$ cat src/rtl/cross_seq_pkg.sv
// Shared types for the cross-product sequencer: FSM states, step encoding, default width.
// CROSS_SEQ_DOT_EN adds the three dot-product steps.
package cross_pkg;

  localparam int unsigned W_DEFAULT = 8;

  typedef enum logic [1:0] {
    IDLE,
    MUL,
    DONE
  } state_e;

`ifdef CROSS_SEQ_DOT_EN
  typedef enum logic [3:0] {
    S_CX_P,
    S_CX_M,
    S_CY_P,
    S_CY_M,
    S_CZ_P,
    S_CZ_M,
    S_DX,
    S_DY,
    S_DZ
  } step_e;
  localparam step_e LAST_STEP = S_DZ;
`else
  typedef enum logic [2:0] {
    S_CX_P,
    S_CX_M,
    S_CY_P,
    S_CY_M,
    S_CZ_P,
    S_CZ_M
  } step_e;
  localparam step_e LAST_STEP = S_CZ_M;
`endif

endpackage

$ cat src/rtl/cross_seq_if.sv
// Operand/result handshake bundle for cross_seq; dot exists only with CROSS_SEQ_DOT_EN.
interface cross_seq_if
  import cross_pkg::*;
#(
  parameter int unsigned W = W_DEFAULT
);

  logic                  in_valid;
  logic                  in_ready;
  logic signed [W-1:0]   a_x, a_y, a_z;
  logic signed [W-1:0]   b_x, b_y, b_z;
  logic                  out_valid;
  logic                  out_ready;
  logic signed [2*W-1:0] c_x, c_y, c_z;
`ifdef CROSS_SEQ_DOT_EN
  logic signed [2*W+1:0] dot;
`endif
  logic                  busy;

`ifdef CROSS_SEQ_DOT_EN
  modport slave (
    input  in_valid, a_x, a_y, a_z, b_x, b_y, b_z, out_ready,
    output in_ready, out_valid, c_x, c_y, c_z, dot, busy
  );
  modport master (
    output in_valid, a_x, a_y, a_z, b_x, b_y, b_z, out_ready,
    input  in_ready, out_valid, c_x, c_y, c_z, dot, busy
  );
`else
  modport slave (
    input  in_valid, a_x, a_y, a_z, b_x, b_y, b_z, out_ready,
    output in_ready, out_valid, c_x, c_y, c_z, busy
  );
  modport master (
    output in_valid, a_x, a_y, a_z, b_x, b_y, b_z, out_ready,
    input  in_ready, out_valid, c_x, c_y, c_z, busy
  );
`endif

endinterface

$ cat src/rtl/cross_seq_mul.sv
// Shared combinational signed W x W -> 2W multiplier used by every cross_seq step.
module seq_mul #(
  parameter int unsigned W = 8
) (
  input  logic signed [W-1:0]   a,
  input  logic signed [W-1:0]   b,
  output logic signed [2*W-1:0] p
);

  always_comb begin
    p = (2*W)'(a) * (2*W)'(b);
  end

endmodule

$ cat src/rtl/cross_seq.sv
// Sequential 3-D cross product (and optional dot product under CROSS_SEQ_DOT_EN)
// using one shared multiplier and one accumulating adder/subtractor.
module cross_seq
  import cross_pkg::*;
#(
  parameter int unsigned W = W_DEFAULT
) (
  input  logic        clk,
  input  logic        rst,
  cross_seq_if.slave  bus
);

  localparam int unsigned PW = 2 * W;
`ifdef CROSS_SEQ_DOT_EN
  localparam int unsigned ACC_W = 2 * W + 2;
  localparam int unsigned N_ACC = 4;
`else
  localparam int unsigned ACC_W = 2 * W + 1;
  localparam int unsigned N_ACC = 3;
`endif

  typedef logic signed [ACC_W-1:0] acc_t;

  state_e              state_q, state_d;
  step_e               step_q, step_d;
  logic signed [W-1:0] a_q [3];
  logic signed [W-1:0] a_d [3];
  logic signed [W-1:0] b_q [3];
  logic signed [W-1:0] b_d [3];
  acc_t                acc_q [N_ACC];
  acc_t                acc_d [N_ACC];

  logic signed [W-1:0]  mul_a, mul_b;
  logic signed [PW-1:0] prod;
  logic [1:0]           acc_sel;
  logic                 acc_sub;
  acc_t                 prod_ext;
  acc_t                 acc_sum;

  // Index 0/1/2 = x/y/z for operands; accumulator 3 is the dot product.
  always_comb begin
    mul_a   = '0;
    mul_b   = '0;
    acc_sel = 2'd0;
    acc_sub = 1'b0;
    case (step_q)
      S_CX_P: begin mul_a = a_q[1]; mul_b = b_q[2]; acc_sel = 2'd0; acc_sub = 1'b0; end
      S_CX_M: begin mul_a = a_q[2]; mul_b = b_q[1]; acc_sel = 2'd0; acc_sub = 1'b1; end
      S_CY_P: begin mul_a = a_q[2]; mul_b = b_q[0]; acc_sel = 2'd1; acc_sub = 1'b0; end
      S_CY_M: begin mul_a = a_q[0]; mul_b = b_q[2]; acc_sel = 2'd1; acc_sub = 1'b1; end
      S_CZ_P: begin mul_a = a_q[0]; mul_b = b_q[1]; acc_sel = 2'd2; acc_sub = 1'b0; end
      S_CZ_M: begin mul_a = a_q[1]; mul_b = b_q[0]; acc_sel = 2'd2; acc_sub = 1'b1; end
`ifdef CROSS_SEQ_DOT_EN
      S_DX:   begin mul_a = a_q[0]; mul_b = b_q[0]; acc_sel = 2'd3; acc_sub = 1'b0; end
      S_DY:   begin mul_a = a_q[1]; mul_b = b_q[1]; acc_sel = 2'd3; acc_sub = 1'b0; end
      S_DZ:   begin mul_a = a_q[2]; mul_b = b_q[2]; acc_sel = 2'd3; acc_sub = 1'b0; end
`endif
      default: begin mul_a = '0; mul_b = '0; end
    endcase
  end

  seq_mul #(.W(W)) u_mul (
    .a (mul_a),
    .b (mul_b),
    .p (prod)
  );

  always_comb begin
    prod_ext = acc_t'({{(ACC_W-PW){prod[PW-1]}}, prod});
    acc_sum  = acc_sub ? (acc_q[acc_sel] - prod_ext) : (acc_q[acc_sel] + prod_ext);
  end

  always_comb begin
    state_d = state_q;
    step_d  = step_q;
    a_d     = a_q;
    b_d     = b_q;
    acc_d   = acc_q;
    case (state_q)
      IDLE: begin
        if (bus.in_valid) begin
          a_d[0]  = bus.a_x;
          a_d[1]  = bus.a_y;
          a_d[2]  = bus.a_z;
          b_d[0]  = bus.b_x;
          b_d[1]  = bus.b_y;
          b_d[2]  = bus.b_z;
          acc_d   = '{default: '0};
          step_d  = S_CX_P;
          state_d = MUL;
        end
      end
      MUL: begin
        acc_d[acc_sel] = acc_sum;
        if (step_q == LAST_STEP) begin
          state_d = DONE;
        end else begin
          step_d = step_e'(step_q + 1'b1);
        end
      end
      DONE: begin
        if (bus.out_ready) begin
          state_d = IDLE;
        end
      end
      default: state_d = IDLE;
    endcase
  end

  always_ff @(posedge clk) begin
    if (rst) begin
      state_q <= IDLE;
      step_q  <= S_CX_P;
      a_q     <= '{default: '0};
      b_q     <= '{default: '0};
      acc_q   <= '{default: '0};
    end else begin
      state_q <= state_d;
      step_q  <= step_d;
      a_q     <= a_d;
      b_q     <= b_d;
      acc_q   <= acc_d;
    end
  end

  // Results are the low 2W bits; by construction every component fits there exactly.
  assign bus.in_ready  = (state_q == IDLE);
  assign bus.out_valid = (state_q == DONE);
  assign bus.busy      = (state_q == MUL) || (state_q == DONE);
  assign bus.c_x       = acc_q[0][PW-1:0];
  assign bus.c_y       = acc_q[1][PW-1:0];
  assign bus.c_z       = acc_q[2][PW-1:0];
`ifdef CROSS_SEQ_DOT_EN
  assign bus.dot       = acc_q[3];
`endif

endmodule

$ cat src/flat_wrapper.sv
// flat-port wrapper written by rule: the top's interface ports become plain ports
module cross_seq_flat import cross_pkg::*;
#(
  parameter int unsigned W = W_DEFAULT
)
  (clk, rst, bus_in_valid, bus_a_x, bus_a_y, bus_a_z, bus_b_x, bus_b_y, bus_b_z, bus_out_ready, bus_in_ready, bus_out_valid, bus_c_x, bus_c_y, bus_c_z, bus_busy);
  cross_seq_if #(.W(W)) bus_i ();
  input  logic clk;
  input  logic rst;
  input wire logic [$bits(bus_i.in_valid)-1:0] bus_in_valid;
  input wire logic [$bits(bus_i.a_x)-1:0] bus_a_x;
  input wire logic [$bits(bus_i.a_y)-1:0] bus_a_y;
  input wire logic [$bits(bus_i.a_z)-1:0] bus_a_z;
  input wire logic [$bits(bus_i.b_x)-1:0] bus_b_x;
  input wire logic [$bits(bus_i.b_y)-1:0] bus_b_y;
  input wire logic [$bits(bus_i.b_z)-1:0] bus_b_z;
  input wire logic [$bits(bus_i.out_ready)-1:0] bus_out_ready;
  output wire logic [$bits(bus_i.in_ready)-1:0] bus_in_ready;
  output wire logic [$bits(bus_i.out_valid)-1:0] bus_out_valid;
  output wire logic [$bits(bus_i.c_x)-1:0] bus_c_x;
  output wire logic [$bits(bus_i.c_y)-1:0] bus_c_y;
  output wire logic [$bits(bus_i.c_z)-1:0] bus_c_z;
  output wire logic [$bits(bus_i.busy)-1:0] bus_busy;
  assign bus_i.in_valid = bus_in_valid;
  assign bus_i.a_x = bus_a_x;
  assign bus_i.a_y = bus_a_y;
  assign bus_i.a_z = bus_a_z;
  assign bus_i.b_x = bus_b_x;
  assign bus_i.b_y = bus_b_y;
  assign bus_i.b_z = bus_b_z;
  assign bus_i.out_ready = bus_out_ready;
  assign bus_in_ready = bus_i.in_ready;
  assign bus_out_valid = bus_i.out_valid;
  assign bus_c_x = bus_i.c_x;
  assign bus_c_y = bus_i.c_y;
  assign bus_c_z = bus_i.c_z;
  assign bus_busy = bus_i.busy;
  cross_seq #(.W(W)) u_core (.clk(clk), .rst(rst), .bus(bus_i));
endmodule
$ cat config.mk
export PLATFORM = sky130hd
export DESIGN_NAME = cross_seq_flat
export DESIGN_NICKNAME = d
export VERILOG_FILES = /design/src/rtl/cross_seq_pkg.sv /design/src/rtl/cross_seq_if.sv /design/src/rtl/cross_seq_mul.sv /design/src/rtl/cross_seq.sv /design/src/flat_wrapper.sv
export SDC_FILE = /design/constraint.sdc
export NUM_CORES = 1
export LEC_CHECK = 0
export ABC_AREA = 1
export CAP_MARGIN = 10
export CORE_MARGIN = 2
export CORE_UTILIZATION = 60
export CTS_CLUSTER_DIAMETER = 40
export DETAILED_ROUTE_END_ITERATION = 10
export PLACE_DENSITY = 0.85
export SKIP_CTS_REPAIR_TIMING = 1
export SLEW_MARGIN = 10
export SYNTH_ARGS = -nofsm -noshare
export SYNTH_HDL_FRONTEND = slang
export SYNTH_SLANG_ARGS = --single-unit
$ cat constraint.sdc
create_clock -name clk -period 18 [get_ports clk]
set_clock_uncertainty 0.1 [all_clocks]
set_input_delay 3.6 -clock clk [delete_from_list [all_inputs] [get_ports clk]]
set_output_delay 3.6 -clock clk [all_outputs]
set_load 0.05 [all_outputs]
==> metrics.md <==
| Metric | Value |
|---|---|
| 1st-pass router iterations | `6` |
| Top cell type's share of synthesized area | `0.248` |
| DRC | `0` |
| Die Y | `121 um` |
| Dpl hpwl | `16,000 um` |
| Die width | `121 um` |
| Final hold slack | `383 ps` |
| Final WL | `20,200 um` |
| Unique masters post-synth | `40` |
| Synth Area per Inst | `6.91 um2` |
| Vias | `7,770` |
| Sink Count | `101` |
| Crit share post-route | `0.418` |
| Synth warn | `0` |
| Area occupied by registers | `2020 um2` |
| Final Util | `0.730` |
| Max_slew headroom | `0.308` |
| Reg-to-reg endpoint | `u_core.bus.c_x[15]` |
| IO Port Bufs | `102` |
| # rows | `42` |
| Detail Route Antenna Nets | `0` |
| # diodes | `0` |
| Layout area overhead | `18.4%` |
| Final Critical Period | `7530 ps` |
| CTS Buffer Depth | `2` |
| CP Class | `reg -> reg` |
| Yosys top cell by area | `dfxtp_1` |
| Total CTS buffers | `9` |
| H-tree depth | `3` |
| Maxcap violations | `0` |
| Flops & latches, synth | `101` |
| Number of fill cells in the layout | `1,119` |
| Syn Inst Count | `1,182` |
| Hold Path End | `u_core.bus.c_y[0]` |
| Reg2reg setup slack | `10,470 ps` |
| CP max stage cell | `fa_1` |
| Cell Area, Synth | `8160 um2` |
| Grt total ovfl | `0` |
| Final setup fails | `0` |
| Hold path depth | `2` |
| Final Max Slew Viols | `0` |
| Clk root buf | `clkbuf_16` |
| Status | `finished clean` |
| Largest net degree at the start of global routing | `52` |
| Layout cell share with drive strength beyond 1 | `0.0408` |
| Die area | `14,600 um2` |
| CP Capture Type | `flip-flop` |
| Multi-input logic area | `5360 um2` |
| Final hold vios | `0` |
| Ranking of synthesized cells by area | `dfxtp_1 (25%), fa_1 (14%), nand2_1 (12%)` |
| Sequential-to-total area share from yosys stat | `0.248` |
| Antenna violations before repair | `0` |
| Min-delay worst type | `reg -> reg` |
| Reg2Reg Depth | `37` |
| Initial DRC Count | `585` |
| Clk_lat worst skew | `360 ps` |
| Crit path launch type | `flip-flop` |
| Via density | `5.36` |
| Number of global-route vias before repair | `7,477` |
| Peak Freq | `133 MHz` |
| Syn nets | `1,346` |
| Top Ports | `103` |
| CP Data Required Time | `18,180 ps` |
| Maximum fanout along the worst path | `8` |
| Reg clk slew, reported paths | `80 ps` |
| Wire length per cell | `14.0 um` |
| Reg-to-Reg Start | `u_core.step_q[1]` |
| Crit path DAT | `7710 ps` |
| GRT Resource Usage Total | `0.287` |
| GPL Wtd Cong | `0.975` |
| RSZ-0062 raised after global routing | `no` |
| CTS tree | `done` |
| Final setup TNS | `0 ps` |
| NumNets Final | `1,432` |
| Initial Util | `0.616` |
| Min-delay src | `u_core.bus.c_y[0]` |
| Core Footprint | `13,200 um2` |
| First-pass GRT wire length | `34,000 um` |
| Worst slew pin tran | `1040 ps` |
| Slowest stage delay, CP | `570 ps` |
## Yosys cell counts, drive strengths merged
| cell | number |
|---|---|
| o22ai | 9 |
| xor2 | 16 |
| clkinv | 2 |
| o211ai | 1 |
| xnor2 | 14 |
| a21oi | 84 |
| or2 | 5 |
| inv | 172 |
| dfxtp | 101 |
| clkbuf | 32 |
| o2111ai | 1 |
| nor3 | 7 |
| a21o | 1 |
| ha | 55 |
| a21bo | 1 |
| nor4 | 1 |
| a211oi | 1 |
| nand2 | 278 |
| o41ai | 1 |
| o21bai | 2 |
| nand4 | 4 |
| o21ai | 64 |
| fa | 57 |
| nor2 | 194 |
| a221oi | 2 |
| a31oi | 6 |
| o221ai | 1 |
| buf | 2 |
| nand3b | 3 |
| nand3 | 65 |
## metrics by stage
stage / setup WS [ps] / cell area, um2 / std cells
after detailed placement: 10580 / 9330 / 1433
after CTS: 10490 / 9670 / 1449
after floorplan: 11310 / 8160 / 1182
after global placement: 10790 / 9330 / 1433
final: 10470 / 9670 / 1449
after global routing: 9950 / 9670 / 1449
## cell usage in the layout (no fill, tap or decap), drive strengths merged, types with 2 or more instances in the layout
cell / count
a21oi: 84
a221oi: 2
a31oi: 6
buf: 7
bufinv: 2
clkbuf: 9
clkdlybuf4s50: 102
clkinv: 3
dfxtp: 101
fa: 57
ha: 55
inv: 176
nand2: 278
nand3: 65
nand3b: 3
nand4: 4
nor2: 194
nor3: 7
o21ai: 64
o21bai: 2
o22ai: 9
or2: 5
xnor2: 14
xor2: 16
## sequential cells by signal, summed over array words and instances (netlist names)
register and count:
u_core.a_q 24, u_core.b_q 24, u_core.bus.c_x 16, u_core.bus.c_y 16, u_core.bus.c_z 16, u_core.state_q 2, u_core.step_q 3
## layer usage
| metal | global-route usage | share of wire |
|---|---|---|
| met1 | 0.353 | 0.42 |
| met2 | 0.508 | 0.49 |
| met3 | 0.0410 | 0.050 |
| met4 | 0.109 | 0.035 |
| met5 | 0 | 0 |
## worst max-delay path: cells and delay by family (launching register included)
| kind | cells | cell delay, ps |
|---|---|---|
| adders and majority gates | 7 | 3020 |
| AOI/OAI and AO/OA | 7 | 1510 |
| and+or+nand+nor | 13 | 1530 |
| DFF | 1 | 370 |
| xor gates and xnor gates | 1 | 140 |
| buffers and inverters | 9 | 730 |
## cell type report
type	instances	area share
clock buffer	9	0.0233
multi-input combinational	873	0.554
sequential	101	0.209
tap	176	0.0228
clock inverter	7	0.0118
timing repair buffer	109	0.111
inverter	174	0.0675
## kinds of logic (layout without fill, tap and decap cells)
| kind of cell | count (synthesis) | count (layout) | share of synthesized area |
|---|---|---|---|
| AND/OR/NAND/NOR | 557 | 557 | 0.286 |
| buffers and inverters | 208 | 299 | 0.0956 |
| AO/OA/AOI/OAI | 174 | 174 | 0.115 |
| adder cells (fa/ha/maj) | 112 | 112 | 0.224 |
| flip-flops | 101 | 101 | 0.248 |
| XOR/XNOR | 30 | 30 | 0.0322 |
## worst max path at each step
stage                     start                 end  slack [ps]  depth (start not counted)
2_1_floorplan  u_core.step_q[2]  u_core.bus.c_z[15]       11310                         33
3_3_place_gp   u_core.step_q[1]  u_core.bus.c_z[15]       10790                         37
3_5_place_dp   u_core.step_q[1]  u_core.bus.c_y[15]       10580                         37
4_1_cts        u_core.step_q[1]  u_core.bus.c_x[15]       10490                         37
5_1_grt        u_core.step_q[1]  u_core.bus.c_z[15]        9950                         37
6_report       u_core.step_q[1]  u_core.bus.c_x[15]       10470                         37
Power is left out: the tool's default activity adds up to more than one toggle a clock period on the data nets, which glitch-free logic cannot reach.
